File: src/rtl/mult_div_pkg.sv
// ============================================================
// mult_div_pkg: op encoding and FSM state type. Rev 1.0
// ============================================================
`default_nettype none

package mult_div_pkg;

  localparam logic [1:0] OP_MULTU = 2'd0;
  localparam logic [1:0] OP_MULT  = 2'd1;
  localparam logic [1:0] OP_DIVU  = 2'd2;
  localparam logic [1:0] OP_DIV   = 2'd3;

  typedef enum logic [1:0] {
    S_IDLE  = 2'd0,
    S_CALC  = 2'd1,
    S_FIXUP = 2'd2
  } state_t;

endpackage

`default_nettype wire

File: src/rtl/mult_div_step.sv
// ============================================================
// mult_div_step: one radix-2 multiply/divide iteration. Rev 1.0
// ============================================================
`default_nettype none

module mult_div_step
  import mult_div_pkg::*;
#(
  parameter int WIDTH = 32
) (
  input  logic             div_mode,
  input  logic [WIDTH-1:0] acc,
  input  logic [WIDTH-1:0] q,
  input  logic [WIDTH-1:0] opnd,
  output logic [WIDTH-1:0] acc_next,
  output logic [WIDTH-1:0] q_next
);

  logic [WIDTH:0] w_x;
  logic [WIDTH:0] w_y;
  logic [WIDTH:0] w_sum;
  logic           w_cin;

  always_comb begin
    if (div_mode) begin
      w_x   = {acc, q[WIDTH-1]};
      w_y   = ~{1'b0, opnd};
      w_cin = 1'b1;
    end else begin
      w_x   = {1'b0, acc};
      w_y   = q[0] ? {1'b0, opnd} : '0;
      w_cin = 1'b0;
    end

    w_sum = w_x + w_y + {{WIDTH{1'b0}}, w_cin};

    // The partial remainder is always below the divisor, so bit WIDTH of the
    // difference is a clean borrow flag for the restoring decision.
    if (div_mode) begin
      acc_next = w_sum[WIDTH] ? w_x[WIDTH-1:0] : w_sum[WIDTH-1:0];
      q_next   = {q[WIDTH-2:0], ~w_sum[WIDTH]};
    end else begin
      acc_next = w_sum[WIDTH:1];
      q_next   = {w_sum[0], q[WIDTH-1:1]};
    end
  end

endmodule

`default_nettype wire

File: src/rtl/mult_div_seq.sv
// ============================================================
// mult_div_seq: sequential signed/unsigned multiply/divide. Rev 1.0
// ============================================================
`default_nettype none

module mult_div_seq
  import mult_div_pkg::*;
#(
  parameter int WIDTH = 32
) (
  input  logic             clk,
  input  logic             rst_n,
  input  logic             start,
  input  logic [1:0]       op,
  input  logic [WIDTH-1:0] a,
  input  logic [WIDTH-1:0] b,
  input  logic             abort,
  output logic             busy,
  output logic             done,
  output logic [WIDTH-1:0] hi,
  output logic [WIDTH-1:0] lo,
  output logic             div_zero
);

  localparam int CNT_W = $clog2(WIDTH) + 1;

  state_t             r_state;
  logic [CNT_W-1:0]   r_cnt;
  logic               r_is_div;
  logic               r_sign_a;
  logic               r_sign_b;
  logic               r_dz;
  logic [WIDTH-1:0]   r_acc;
  logic [WIDTH-1:0]   r_q;
  logic [WIDTH-1:0]   r_opnd;

  logic               w_is_div;
  logic               w_signed;
  logic [WIDTH-1:0]   w_mag_a;
  logic [WIDTH-1:0]   w_mag_b;
  logic [WIDTH-1:0]   w_acc_next;
  logic [WIDTH-1:0]   w_q_next;
  logic [2*WIDTH-1:0] w_prod;
  logic [WIDTH-1:0]   w_quo;
  logic [WIDTH-1:0]   w_rem;
  logic [WIDTH-1:0]   w_hi;
  logic [WIDTH-1:0]   w_lo;

  assign w_is_div = (op == OP_DIVU) || (op == OP_DIV);
  assign w_signed = (op == OP_MULT) || (op == OP_DIV);
  assign w_mag_a  = (w_signed && a[WIDTH-1]) ? -a : a;
  assign w_mag_b  = (w_signed && b[WIDTH-1]) ? -b : b;

  mult_div_step #(.WIDTH(WIDTH)) u_step (
    .div_mode (r_is_div),
    .acc      (r_acc),
    .q        (r_q),
    .opnd     (r_opnd),
    .acc_next (w_acc_next),
    .q_next   (w_q_next)
  );

  // Sign fixup: sign flags are only ever set for the signed ops.
  always_comb begin
    w_prod = {r_acc, r_q};
    if (r_sign_a ^ r_sign_b) w_prod = -w_prod;
    w_quo = r_q;
    if (r_sign_a ^ r_sign_b) w_quo = -r_q;
    w_rem = r_acc;
    if (r_sign_a) w_rem = -r_acc;

    if (r_dz) begin
      w_hi = r_acc;
      w_lo = '1;
    end else if (r_is_div) begin
      w_hi = w_rem;
      w_lo = w_quo;
    end else begin
      w_hi = w_prod[2*WIDTH-1:WIDTH];
      w_lo = w_prod[WIDTH-1:0];
    end
  end

  always_ff @(posedge clk or negedge rst_n) begin
    if (!rst_n) begin
      r_state  <= S_IDLE;
      r_cnt    <= '0;
      r_is_div <= 1'b0;
      r_sign_a <= 1'b0;
      r_sign_b <= 1'b0;
      r_dz     <= 1'b0;
      r_acc    <= '0;
      r_q      <= '0;
      r_opnd   <= '0;
      busy     <= 1'b0;
      done     <= 1'b0;
      hi       <= '0;
      lo       <= '0;
      div_zero <= 1'b0;
    end else begin
      done <= 1'b0;
      if (abort) begin
        r_state <= S_IDLE;
        busy    <= 1'b0;
      end else begin
        case (r_state)
          S_IDLE: begin
            if (start) begin
              r_is_div <= w_is_div;
              r_sign_a <= w_signed & a[WIDTH-1];
              r_sign_b <= w_signed & b[WIDTH-1];
              r_cnt    <= CNT_W'(WIDTH);
              busy     <= 1'b1;
              if (w_is_div && (b == '0)) begin
                // Divide by zero skips CALC; raw a is parked for hi.
                r_dz    <= 1'b1;
                r_acc   <= a;
                r_q     <= '0;
                r_opnd  <= '0;
                r_state <= S_FIXUP;
              end else begin
                r_dz    <= 1'b0;
                r_acc   <= '0;
                r_q     <= w_is_div ? w_mag_a : w_mag_b;
                r_opnd  <= w_is_div ? w_mag_b : w_mag_a;
                r_state <= S_CALC;
              end
            end
          end
          S_CALC: begin
            r_acc <= w_acc_next;
            r_q   <= w_q_next;
            r_cnt <= r_cnt - CNT_W'(1);
            if (r_cnt == CNT_W'(1)) r_state <= S_FIXUP;
          end
          S_FIXUP: begin
            hi       <= w_hi;
            lo       <= w_lo;
            div_zero <= r_dz;
            done     <= 1'b1;
            busy     <= 1'b0;
            r_state  <= S_IDLE;
          end
          default: r_state <= S_IDLE;
        endcase
      end
    end
  end

endmodule

`default_nettype wire
File: config.mk
export PLATFORM = sky130hd
export DESIGN_NAME = mult_div_seq
export DESIGN_NICKNAME = d
export VERILOG_FILES = /design/src/rtl/mult_div_pkg.sv /design/src/rtl/mult_div_step.sv /design/src/rtl/mult_div_seq.sv
export SDC_FILE = /design/constraint.sdc
export NUM_CORES = 1
export LEC_CHECK = 0
export ABC_AREA = 1
export CAP_MARGIN = 20
export CORE_ASPECT_RATIO = 1.25
export CORE_MARGIN = 2
export CORE_UTILIZATION = 40
export CTS_CLUSTER_DIAMETER = 80
export CTS_CLUSTER_SIZE = 28
export DETAILED_ROUTE_END_ITERATION = 6
export PLACE_DENSITY = 0.67
export SLEW_MARGIN = 25
export SYNTH_ARGS = -nofsm -noshare
export SYNTH_HDL_FRONTEND = slang
export SYNTH_SLANG_ARGS = --single-unit
File: constraint.sdc
create_clock -name clk -period 4.3 [get_ports clk]
set_clock_uncertainty 0.2 [all_clocks]
set_input_delay 0.86 -clock clk [delete_from_list [all_inputs] [get_ports clk]]
set_output_delay 0.86 -clock clk [all_outputs]
set_load 0.01 [all_outputs]
# Word level (Yosys, flattened, before mapping)
# Cells that the tools add are included.
# classes
eq_ne	9
multipliers	0
mux	38
n_reduce_logical	14
bitwise_logic	6
div	0
magnitude_cmp	0
add_sub_neg	8
n_shift	0
# ops
operator	n
$mux 32	19
$neg 32->32	4
$pmux 32 s2	2
$mux 33	2
$mux 64	1
$neg 64->64	1
$add 33x1->33	1
$add 33x33->33	1
$not 32->33	1
$logic_not 32->1	1
$pmux 6 s2	1
$mux 2	4
$eq 2x2->1 const B	3
$eq 6x1->1 const B	1
$mux 1	6
$mux 6	1
$ne 3x3->1 const B	2
$reduce_and 2->1	3
$reduce_and 3->1	2
$sub 6x1->6 const B	1
$eq 2x1->1 const B	2
$pmux 2 s2	1
$logic_and 1x1->1	3
$reduce_bool 3->1	1
8 further kinds	11
# totals
latch_bits	0
ram_bits	0
wordCells	89
ff_bits	175
input_bits	70
memories	0
output_inout_bits	67
mem_bits_ro	0

# Longest topological paths before layout
# logic_depth
word_depth	8
ltp_mapped	26
mapped_depth_nobuf	22

# By module
# Synthesis repeated with hierarchy kept, for this count alone.
# hier_totals
cells_unflattened	2736
hier_area_um2	16498.3
# by_module_without_submodules
mod	area_each_um2	instances	cells_per_inst
mult_div_seq	12034.0	1	1792
mult_div_step	4464.3	1	944

# Worst setup path after synthesis
# OpenSTA, ideal clock, no wires.
# synth_path
path_type	register -> register
startpoint	reg r_is_div
endpoint	reg r_acc[27]
required_ns	3.980
stages_incl_launch_ff	27
path_slack_ns	0.550
arrival_ns	3.430
path_cell_list	dfrtp_1 > buf_2 > clkbuf_1 > clkbuf_1 > clkbuf_1 > nand2_1 > o21ai_0 > fa_1 > inv_1 > fa_1 > inv_1 > nand2_1 > nand2_1 > nand3_1 > nand2_1 > nand2_1 > nand2_2 > nand2_2 > nand2_1 > nand2_1 > nand2_2 > buf_4 > nand2_1 > nand2_1 > nand2_1 > nand2_1 > a21oi_2
# synth_between
elab_chain_cells	6
elab_cells_between_ends	8
classes_between	add/sub: 2; mux: 6
# synth_lines
element	line_no	rtl
start, declared	mult_div_seq.sv:29	logic r_is_div;
start signal, assigned	mult_div_seq.sv:109	r_is_div <= w_is_div;
$mux 33	mult_div_step.sv:25	if (div_mode) begin
$add 33x33->33	mult_div_step.sv:35	w_sum = w_x + w_y + {{WIDTH{1'b0}}, w_cin};
$add 33x1->33	mult_div_step.sv:35	
$mux 32	mult_div_step.sv:40	acc_next = w_sum[WIDTH] ? w_x[WIDTH-1:0] : w_sum[WIDTH-1:0];
$mux 32 *	mult_div_step.sv:39	if (div_mode) begin
$pmux 32 s2 *	mult_div_seq.sv:106	case (r_state)
end signal, assigned	mult_div_seq.sv:131	r_acc <= w_acc_next;
end, declared	mult_div_seq.sv:33	logic [WIDTH-1:0] r_acc;
# Every way passes the cells marked *; elsewhere a longest branch is shown, timed or not.
# A chain may end at the register's enable or synchronous reset.

# Worst setup path after layout
# layout_path
startpoint	reg r_is_div
endpoint	reg r_acc[31]
# The elaborated chain is that of the path after synthesis.

==> metrics.md <==
| Metric | Value |
|---|---|
| Outcome | `complete, no violations` |
| Post-synth top flop | `dfrtp_1` |
| Max-cap violations | `0` |
| Avg Inst Size Synth | `a little over 6 µm²` |
| Maximum vdd drop | `around 0.00045 V` |
| Setup bufs post-CTS | `0` |
| CP Data Required Time | `between 4000 and 5000 ps` |
| Synth Area in Simple Gates | `between 30% and 40%` |
| Setup TNS | `0 ps` |
| Reg2Reg Setup Slack | `between 500 and 600 ps` |
| Final RePlAce weighted congestion | `a little over 1` |
| Clock buffer depth | `2` |
| CP max stage cell | `o21ai_0` |
| Width of the die | `between 150 and 200 µm` |
| Lkg Pwr | `9.20 nW` |
| Commonest cells post-synth | `826 x nand2_1, 328 x inv_1, 255 x nor2_1, 239 x nand3_1, 189 x o21ai_0` |
| Vias after detailed routing | `around 18000` |
| Hold crit path type | `input pin to asynchronous set/reset pin` |
| First-pass GRT wire length | `slightly above 100 mm` |
| Final worst path period need | `roughly 3700 ps` |
| Clock sink count | `175` |
| Final Cycle Share | `between 80% and 90%` |
| Multiplexer share of the synthesized area | `0%` |
| Net Count, Synth | `~2800` |
| Critical path class | `flop to flop` |
| Number of global-route vias before repair | `approximately 17000` |
| Sequential area share after synthesis | `a little over a quarter` |
| # H-tree levels | `4` |
| Netlist cell types | `52` |
| Adder-Cell Fraction of Synth Area | `roughly 3.1%` |
| WL final | `roughly 69 mm` |
| Post-synth EDFFs | `0` |
| Core outline area | `39800 µm²` |
| Placed Instance Area | `17900 µm²` |
| Area leader, netlist | `dfrtp_1` |
| FMAX | `approximately 270 MHz` |
| Largest family of logic cells by synthesized area | `simple AND/OR/NAND/NOR gates` |
| Slew Limit Fails | `0` |
| Layout area overhead | `15.5%` |
| GRT Util Overall | `roughly a third` |
| Detailed placer's ending HPWL | `between 50 and 60 mm` |
| Post-Layout Inst Area | `approximately 19000 µm²` |
| Setup-failing EPs final | `0` |
| Synthesis-stage register bit count | `175` |
| Post-Synth XOR/XNOR Area | `under 10%` |
| Post-synthesis async set-or-reset flop share | `100%` |
| CTS tree | `done` |
| Fill cells | `roughly 4300` |
| Worst r2r path cells | `17` |
| Hold Violations, Final | `0` |
| Relative slew margins | `about 48%` |
| Port bufs | `roughly 140` |
| Remaining DRCs | `0` |
| PD cells | `707 nW/µm²` |
| Worst Path Max Fanout | `110` |
| Core Rows | `between 80 and 90` |
| # IOs | `approximately 140` |
| Largest cells by area after synthesis | `dfrtp_1 27%, nand2_1 19%, inv_1 7.7%, nand3_1 7.5%, nor2_1 6.0%` |
| CP endpoint kind | `flop` |
| Drt first pass iters | `6` |
| CP startpoint | `r_is_div` |
| Drt via density | `5.56` |
| Critical path arrival | `a little under 4000 ps` |
| Final ANT Viol Nets | `0` |
| Post-synth top area share | `a little over a quarter` |
| Number of gates resized after CTS | `0` |
| Synthesized area | `16100 µm²` |
| 1st-iter DRT viols | `roughly 1800` |
| ANT cells | `0` |
| Compound-cell area share of the yosys netlist | `~16%` |
| Largest net degree at the start of global routing | `around 110` |
| RSZ-0062 raised after global routing | `no` |
| Die Y | `228 µm` |
| Mapped Cells | `roughly 2700` |
| CTS Buf Count | `17` |
| Worst-Margin Slew | `770 ps` |
| CTS Hold Bufs | `0` |
| Critical-path cell list | `buf_12, o21ai_0, inv_1, ha_1, nand3_1, nand3_1, nand2_1, nand2_1, nand2_1, nand2_1, nand3_1, nand3_1, nand2_1, nand2_1, nand2_1, a21oi_1, nor2_1` |
| Wire length per cell | `about 21 µm` |
| Grt total ovfl | `0` |
| CP most frequent cell | `nand2_1` |
| Clock latency on the worst-skew pair | `roughly 470 ps` |
| Clock transition at the registers of the reported paths | `around 80 ps` |
| Startpoint types | `flop` |
| FF-to-FF Start | `r_is_div` |
| Most frequent cell after synthesis | `nand2_1` |
| Die Area | `between 40000 and 50000 µm²` |
| Yosys warning count | `0` |
| Final Net Count | `2845` |
| Share of layout cells above drive strength 1 | `between 5 and 6%` |
| Worst r2r dst | `r_acc[31]` |
| CP peak stage delay | `around 660 ps` |
| Fin util | `a little under half` |
| Initial antenna violation count | `0` |
| CTS root buffer | `clkbuf_16` |
| Starting Density | `between 40% and 50%` |
[cell type report]
type,instances,area (µm²),share of cell area [%]
Tap cell,504,631,3.40
Multi-Input combinational cell,2023,9920,53.5
Clock buffer,19,453,2.44
Inverter,343,1290,6.94
Sequential cell,175,4380,23.6
Timing Repair Buffer,176,1720,9.28
Clock inverter,13,144,0.776
[flip-flops by register name (all words and copies together) (netlist names)]
register and count:
div_zero 1, r_opnd 32, r_is_div 1, r_q 32, hi 32, r_dz 1, r_sign_b 1, r_acc 32
r_state 2, busy 1, r_sign_a 1, done 1, r_cnt 6, lo 32
[layout by cell type, fill, tap and decap left out, types with 13 or more instances in the layout]
cell             Yosys  layout
nor3_1              23      23
a31oi_1             14      14
nand3_1            239     239
nand3b_1            14      14
nand4_1             36      36
o211ai_1            16      16
inv_2               13      14
or2_2               22      22
xnor2_1             21      21
a22oi_1             13      13
nor2_1             255     253
a21oi_1            127     127
nand2_1            826     826
buf_4                5      35
o21ai_0            189     189
clkbuf_16            0      17
inv_1              328     327
dfrtp_1            175     174
o21ai_1             21      20
clkdlybuf4s50_1      0     134
xor2_1              58      58
ha_1                37      37
[worst max-delay path: cells and delay by family (launching register included)]
family                   cells  cell delay, ps
buffers and inverters        2             350
flip-flops                   1             500
adder cells (fa/ha/maj)      1             350
AND/OR/NAND/NOR             12            1400
AO/OA/AOI/OAI                2             790
[routing by layer]
metal,GRT usage [%],routed length [µm],vias to the layer above
met2,55.6,33200,651
li1,-,-,8720
met4,22.4,5220,0
met5,0,0,-
met1,39.4,27500,8531
met3,3.86,3260,170
[power by group]
| group | leakage [nW] | internal, mW | switching, mW | total [mW] |
|---|---|---|---|---|
| sequential | 2.06 | 2.26 | 0.643 | 2.91 |
| clock | 0.298 | 0.809 | 0.798 | 1.61 |
| combinational | 6.85 | 3.05 | 5.54 | 8.59 |
| total | 9.20 | 6.12 | 6.99 | 13.1 |
[worst max path at each step]
stage | cells after the start | endpoint | slack [ps]
after global routing | 23 | r_acc[15] | 270
final | 17 | r_acc[31] | 580
after CTS | 15 | r_acc[10] | 590
after floorplan | 26 | r_acc[27] | 550
after detailed placement | 13 | r_acc[12] | 410
after global placement | 13 | r_q[14] | 410
[through the flow]
| step | hold slack (ps) | instances | total power [mW] | worst slack, ps |
|---|---|---|---|---|
| after global routing | 206 | 3253 | 14.1 | 273 |
| after global placement | 261 | 3221 | 11.4 | 412 |
| final | 161 | 3253 | 13.1 | 577 |
| after detailed placement | 265 | 3221 | 11.4 | 412 |
| after floorplan | 257 | 2651 | 8.26 | 550 |
| after CTS | 178 | 3253 | 13.0 | 591 |
[cells by family (layout without fill, tap and decap cells)]
logic type      after synthesis  count (layout)
compound gates              451             451
xor+xnor                     79              79
fa+ha+maj                    39              39
buf+inv                     453             551
flops                       175             175
simple gates               1454            1454
No activity file was read; power rests on OpenSTA's default activity.
